$ cat config.mk
export PLATFORM = sky130hd
export DESIGN_NAME = commit_safety_scheduler
export DESIGN_NICKNAME = d
export VERILOG_FILES = /design/src/rtl/commit_safety_scheduler.sv
export SDC_FILE = /design/constraint.sdc
export NUM_CORES = 1
export LEC_CHECK = 0
export CAP_MARGIN = 20
export CORE_ASPECT_RATIO = 0.75
export CORE_MARGIN = 4
export CORE_UTILIZATION = 65
export CTS_CLUSTER_SIZE = 16
export DETAILED_ROUTE_END_ITERATION = 7
export DONT_BUFFER_PORTS = 1
export HOLD_SLACK_MARGIN = 0.05
export PLACE_DENSITY_LB_ADDON = 0.2
export SLEW_MARGIN = 40
export SYNTH_ARGS = -nofsm -noshare
export SYNTH_HDL_FRONTEND = slang
export SYNTH_SLANG_ARGS = --single-unit
$ cat constraint.sdc
create_clock -name clk -period 2.9 [get_ports clk]
set_input_delay 0.87 -clock clk [delete_from_list [all_inputs] [get_ports clk]]
set_output_delay 0.87 -clock clk [all_outputs]
set_load 0.02 [all_outputs]
$ cat src/rtl/commit_safety_scheduler.sv
// Commit-safety scheduler: holds one instruction id per requester (post office,
// mailbox) until it matches the graduation head, then issues a single one-cycle
// grant. Each head grants at most once, simultaneous claims are arbitrated
// round-robin, and a per-requester watchdog flags requests that have stalled.
module commit_safety_scheduler #(
  parameter int ID_WIDTH       = 5,
  parameter int TIMEOUT_CYCLES = 256,
  parameter int CNT_WIDTH      = $clog2(TIMEOUT_CYCLES + 1)
) (
  input  logic                clk,
  input  logic                rst,
  input  logic                po_req_valid,
  input  logic [ID_WIDTH-1:0] po_req_id,
  output logic                po_req_ready,
  output logic                po_grant,
  input  logic                mb_req_valid,
  input  logic [ID_WIDTH-1:0] mb_req_id,
  output logic                mb_req_ready,
  output logic                mb_grant,
  input  logic                cu_head_valid,
  input  logic [ID_WIDTH-1:0] cu_head_id,
  input  logic                cu_flush,
  output logic                csu_head_claimed,
  output logic [1:0]          csu_timeout
);

  localparam logic [1:0] ST_IDLE  = 2'd0;
  localparam logic [1:0] ST_WAIT  = 2'd1;
  localparam logic [1:0] ST_GRANT = 2'd2;

  localparam logic [CNT_WIDTH-1:0] CNT_ONE    = CNT_WIDTH'(1);
  localparam logic [CNT_WIDTH-1:0] TIMEOUT_C  = CNT_WIDTH'(TIMEOUT_CYCLES);
  localparam logic [CNT_WIDTH-1:0] TIMEOUT_M1 = CNT_WIDTH'(TIMEOUT_CYCLES - 1);

  // Index 0 is the post office, index 1 is the mailbox.
  logic [1:0]          r_state [2];
  logic [ID_WIDTH-1:0] r_pend  [2];
  logic [CNT_WIDTH-1:0] r_cnt  [2];
  logic [1:0]          r_timeout;
  logic                r_claimed;
  logic [ID_WIDTH-1:0] r_claim_id;
  logic                r_rr_po;   // 1: post office wins a tie

  logic [1:0]          w_req_valid;
  logic [ID_WIDTH-1:0] w_req_id [2];
  logic [1:0]          w_ready;
  logic [1:0]          w_elig;
  logic [1:0]          w_win;
  logic [1:0]          w_cnt_hit;

  assign w_req_valid = {mb_req_valid, po_req_valid};
  assign w_req_id[0] = po_req_id;
  assign w_req_id[1] = mb_req_id;

  // Readiness, eligibility, round-robin winner and watchdog-threshold decode.
  always_comb begin
    // NOTE: every always_comb output gets a default first so no path can infer a latch.
    w_ready   = '0;
    w_elig    = '0;
    w_win     = '0;
    w_cnt_hit = '0;
    for (int i = 0; i < 2; i++) begin
      w_ready[i]   = (r_state[i] == ST_IDLE) && !cu_flush;
      w_elig[i]    = (r_state[i] == ST_WAIT) && cu_head_valid &&
                     (r_pend[i] == cu_head_id) && !r_claimed;
      w_cnt_hit[i] = (r_state[i] == ST_WAIT) && (r_cnt[i] >= TIMEOUT_M1);
    end
    w_win[0] = w_elig[0] && (!w_elig[1] ||  r_rr_po) && !cu_flush;
    w_win[1] = w_elig[1] && (!w_elig[0] || !r_rr_po) && !cu_flush;
  end

  // Per-requester FSM, pending id capture and saturating watchdog counter.
  always_ff @(posedge clk or posedge rst) begin
    if (rst) begin
      for (int i = 0; i < 2; i++) begin
        r_state[i] <= ST_IDLE;
        r_pend[i]  <= '0;
        r_cnt[i]   <= '0;
      end
    end else begin
      for (int i = 0; i < 2; i++) begin
        // NOTE: state registers use non-blocking assignments so every flop samples pre-edge values.
        case (r_state[i])
          ST_IDLE: begin
            if (w_ready[i] && w_req_valid[i]) begin
              r_pend[i]  <= w_req_id[i];
              r_state[i] <= ST_WAIT;
              r_cnt[i]   <= '0;
            end
          end
          ST_WAIT: begin
            if (cu_flush)      r_state[i] <= ST_IDLE;
            else if (w_win[i]) r_state[i] <= ST_GRANT;
            if (r_cnt[i] != TIMEOUT_C) r_cnt[i] <= r_cnt[i] + CNT_ONE;
          end
          ST_GRANT: r_state[i] <= ST_IDLE;
          default:  r_state[i] <= ST_IDLE;
        endcase
        if (cu_flush) r_cnt[i] <= '0;
      end
    end
  end

  // Sticky timeout flags, cleared only by flush or reset.
  always_ff @(posedge clk or posedge rst) begin
    if (rst)           r_timeout <= '0;
    else if (cu_flush) r_timeout <= '0;
    else               r_timeout <= r_timeout | w_cnt_hit;
  end

  // Head-claim tracking and round-robin pointer update on each grant.
  always_ff @(posedge clk or posedge rst) begin
    if (rst) begin
      r_claimed  <= 1'b0;
      r_claim_id <= '0;
      r_rr_po    <= 1'b1;
    end else if (cu_flush) begin
      r_claimed  <= 1'b0;
    end else if (|w_win) begin
      r_claimed  <= 1'b1;
      r_claim_id <= cu_head_id;
      r_rr_po    <= w_win[1];   // mailbox won -> post office favoured next
    end else if (r_claimed && (!cu_head_valid || (cu_head_id != r_claim_id))) begin
      r_claimed  <= 1'b0;
    end
  end

  assign po_req_ready     = w_ready[0];
  assign mb_req_ready     = w_ready[1];
  assign po_grant         = (r_state[0] == ST_GRANT);
  assign mb_grant         = (r_state[1] == ST_GRANT);
  assign csu_head_claimed = r_claimed;
  assign csu_timeout      = r_timeout;

endmodule

==> run summary <==
CP Max Fanout -> 9
Final Skew -> 0.00739 ns
Crit. Startpoint -> r_state[3]
First-pass GRT wire length -> 7.85 mm
Tmin final -> 2.07 ns
GRT met3 Usage -> 0.0887
Latest clock arrival within the worst-skew pair -> 0.28 ns
Outcome -> completed
Reg-to-reg slack, setup -> 0.95 ns
Final #Nets -> 248
Syn-to-layout area delta -> 6.81%
Power per cell area -> 553 mW/mm^2
Post-CTS sizing -> 0
Syn nets -> 243
Distinct cells, synth -> 44
Combinational fraction of design power -> 0.159
Non-filler cells, final -> 262
GR peak layer -> met2
Post-CTS setup buffers -> 0
DP HPWL -> 3.31 mm
Drt pass-1 iters -> 4
Number of global-route vias before repair -> 1677
Routed vias/inst -> 6.24
Seq pwr share -> 0.530
Top cell type's share of synthesized area -> 0.454
Cell family with the largest share of critical-path delay -> flip-flops
YS warnings -> 0
Seq cells post-synth -> 41
Aggregate global routing overflow -> 0
Design Area, Final -> 0.00236 mm^2
Placed Area -> 0.00225 mm^2
H-tree depth -> 2
Final cell utilization of the core -> 0.721
Starting DRT DRC Count -> 123
Critical Path AT -> 1.20 ns
Max Clk Rate -> 482 MHz
Critical path's slowest cell -> dfrtp_1
Post-synth top area cell -> dfrtp_1
Worst path max stage delay -> 0.51 ns
IO Pins -> 28
Total GRT Usage -> 0.232
LEAKAGE -> 0.00101 uW
Hold Path Class -> flop to flop
Initial antenna violation count -> 0
Initial Utilization -> 0.675
Detailed-route wire length per cell -> 16.9 um
Placed cells -> 254
Mapped Avg Cell Area -> 10.2 um^2
Die width -> 75.3 um
Max-cap violations -> 0
Peak supply drop -> 0.528 mV
Int Power -> 963 uW
CTS buffer count -> 5
Met2 GRT Util -> 0.364
Antenna cell count -> 0
Cts hold-fix bufs -> 0
Share of cells above drive strength 1 -> 0.144
Met1 Track Usage GR -> 0.321
Setup violators final -> 0
Fin Setup TNS -> 0 ns
Core ar. -> 0.00327 mm^2
Die height -> 58.5 um
P_sw -> 340 uW
Startpoint types -> flop
CP required -> 2.03 ns
Root Buffer -> clkbuf_8
Min Hold Slack -> 0.509 ns
Pin count of the biggest net entering global routing -> 42
Period utilization -> 0.715
Post-Syn Area -> 0.00221 mm^2
Via count -> 1635
Count leader, synth -> dfrtp_1
Switch share -> 0.261
Clk buf depth -> 2
Slew Limit Fails -> 0
DIE AREA -> 0.00440 mm^2
Row count -> 18
RSZ-0062 raised after global routing -> false
Buffers on Ports -> 0
Kind of critical path -> flop to output pin
Clk slew on worst S/H paths -> 0.08 ns
EDFF count, synth -> 0
CP Capture Type -> output pin
Buf/Inv on CP -> 0
CTS tree -> built
Worst-path cell chain -> nor2b_1
Cells after synthesis -> 216
Most used DFF post-synth -> dfrtp_1
ANT nets after route -> 0
Worst r2r src -> r_state[0]
Total detailed-routing wirelength -> 4.42 mm
Least-Margin Pin Slew -> 0.696 ns
Final Hold Fails -> 0
Clock sinks -> 41
DRC -> 0
Synth top cells by count -> dfrtp_1 (40), nor2_1 (21), xnor2_1 (18)
Sequential fraction of the synthesis area -> 0.466
Synth async-reset ratio -> 1.00
Clock power share -> 0.311
Final GP Congestion -> 0.976
Top post-synthesis cells by area -> dfrtp_1 (45%), mux2_2 (7.7%), xnor2_1 (7.1%)
Hold wc startpoint -> r_rr_po
Relative slew slack -> 0.532
-- layer usage --
| metal | routed length [um] | share of wire | vias to the layer above |
|---|---|---|---|
| met5 | 0 | 0 | - |
| met2 | 2120 | 0.48 | 46 |
| met1 | 1940 | 0.44 | 813 |
| li1 | - | - | 774 |
| met3 | 346 | 0.078 | 2 |
| met4 | 11 | 0.0025 | 0 |
-- cell families (layout without fill, tap and decap cells) --
group	count (synthesis)	count (layout)	share of synthesized area
mux	16	16	0.0811
flops	41	41	0.466
compound gates	35	35	0.100
buf+inv	16	22	0.0295
fa+ha+maj	6	6	0.0340
xor+xnor	23	23	0.0913
simple gates	79	79	0.198
-- final timing paths --
check                                 to  depth (start not counted)
worst max register to register  r_cnt[7]                          5
max in group asynchronous        r_rr_po                          2
min in group asynchronous       r_cnt[6]                          2
worst max-delay path            po_grant                          1
worst min register to register   r_rr_po                          1
worst min-delay path             r_rr_po                          1
-- cells in the final DEF, fill, tap and decap left out, types with 4 or more instances in the layout --
master     n
mux2_2    15
inv_1     11
nand4_1    5
nand2_1    9
and3_1     6
ha_1       6
nand3_1    9
xnor2_1   18
dfrtp_1   40
o31ai_1    5
nor3_1     7
clkbuf_8   7
a21oi_1    4
xor2_1     5
nor2_1    21
o21ai_0   13
-- power by group through the flow --
stage	logic (uW)	registers [uW]	clock network (uW)
3_3_place_gp	195	697	0
4_1_cts	210	690	408
5_1_grt	230	702	437
2_1_floorplan	176	685	0
3_5_place_dp	208	700	0
6_report	208	691	405
-- flip-flops by register name, indices dropped and copies added, names as in the netlist --
register,cells
r_claim_id,5
r_state,4
r_rr_po,1
r_pend,10
r_cnt,18
csu_timeout,2
csu_head_claimed,1
-- stage by stage --
| stage | total power [uW] | setup slack, ns |
|---|---|---|
| after CTS | 1310 | 0.821 |
| after global routing | 1370 | 0.680 |
| after detailed placement | 908 | 0.760 |
| after floorplan | 862 | 0.303 |
| after global placement | 891 | 0.833 |
| final | 1300 | 0.825 |
-- cell type report --
class                   count  area [um^2]
multi-input cells         159         1110
flip-flops and latches     41         1030
fillers                   238          910
clock buffers               7         96.3
well taps                  40         50.0
inverters                  11         41.3
repair buffers              3         22.5
clock inverters             1         5.00
Note: power is estimated with default switching activity, not from simulation.
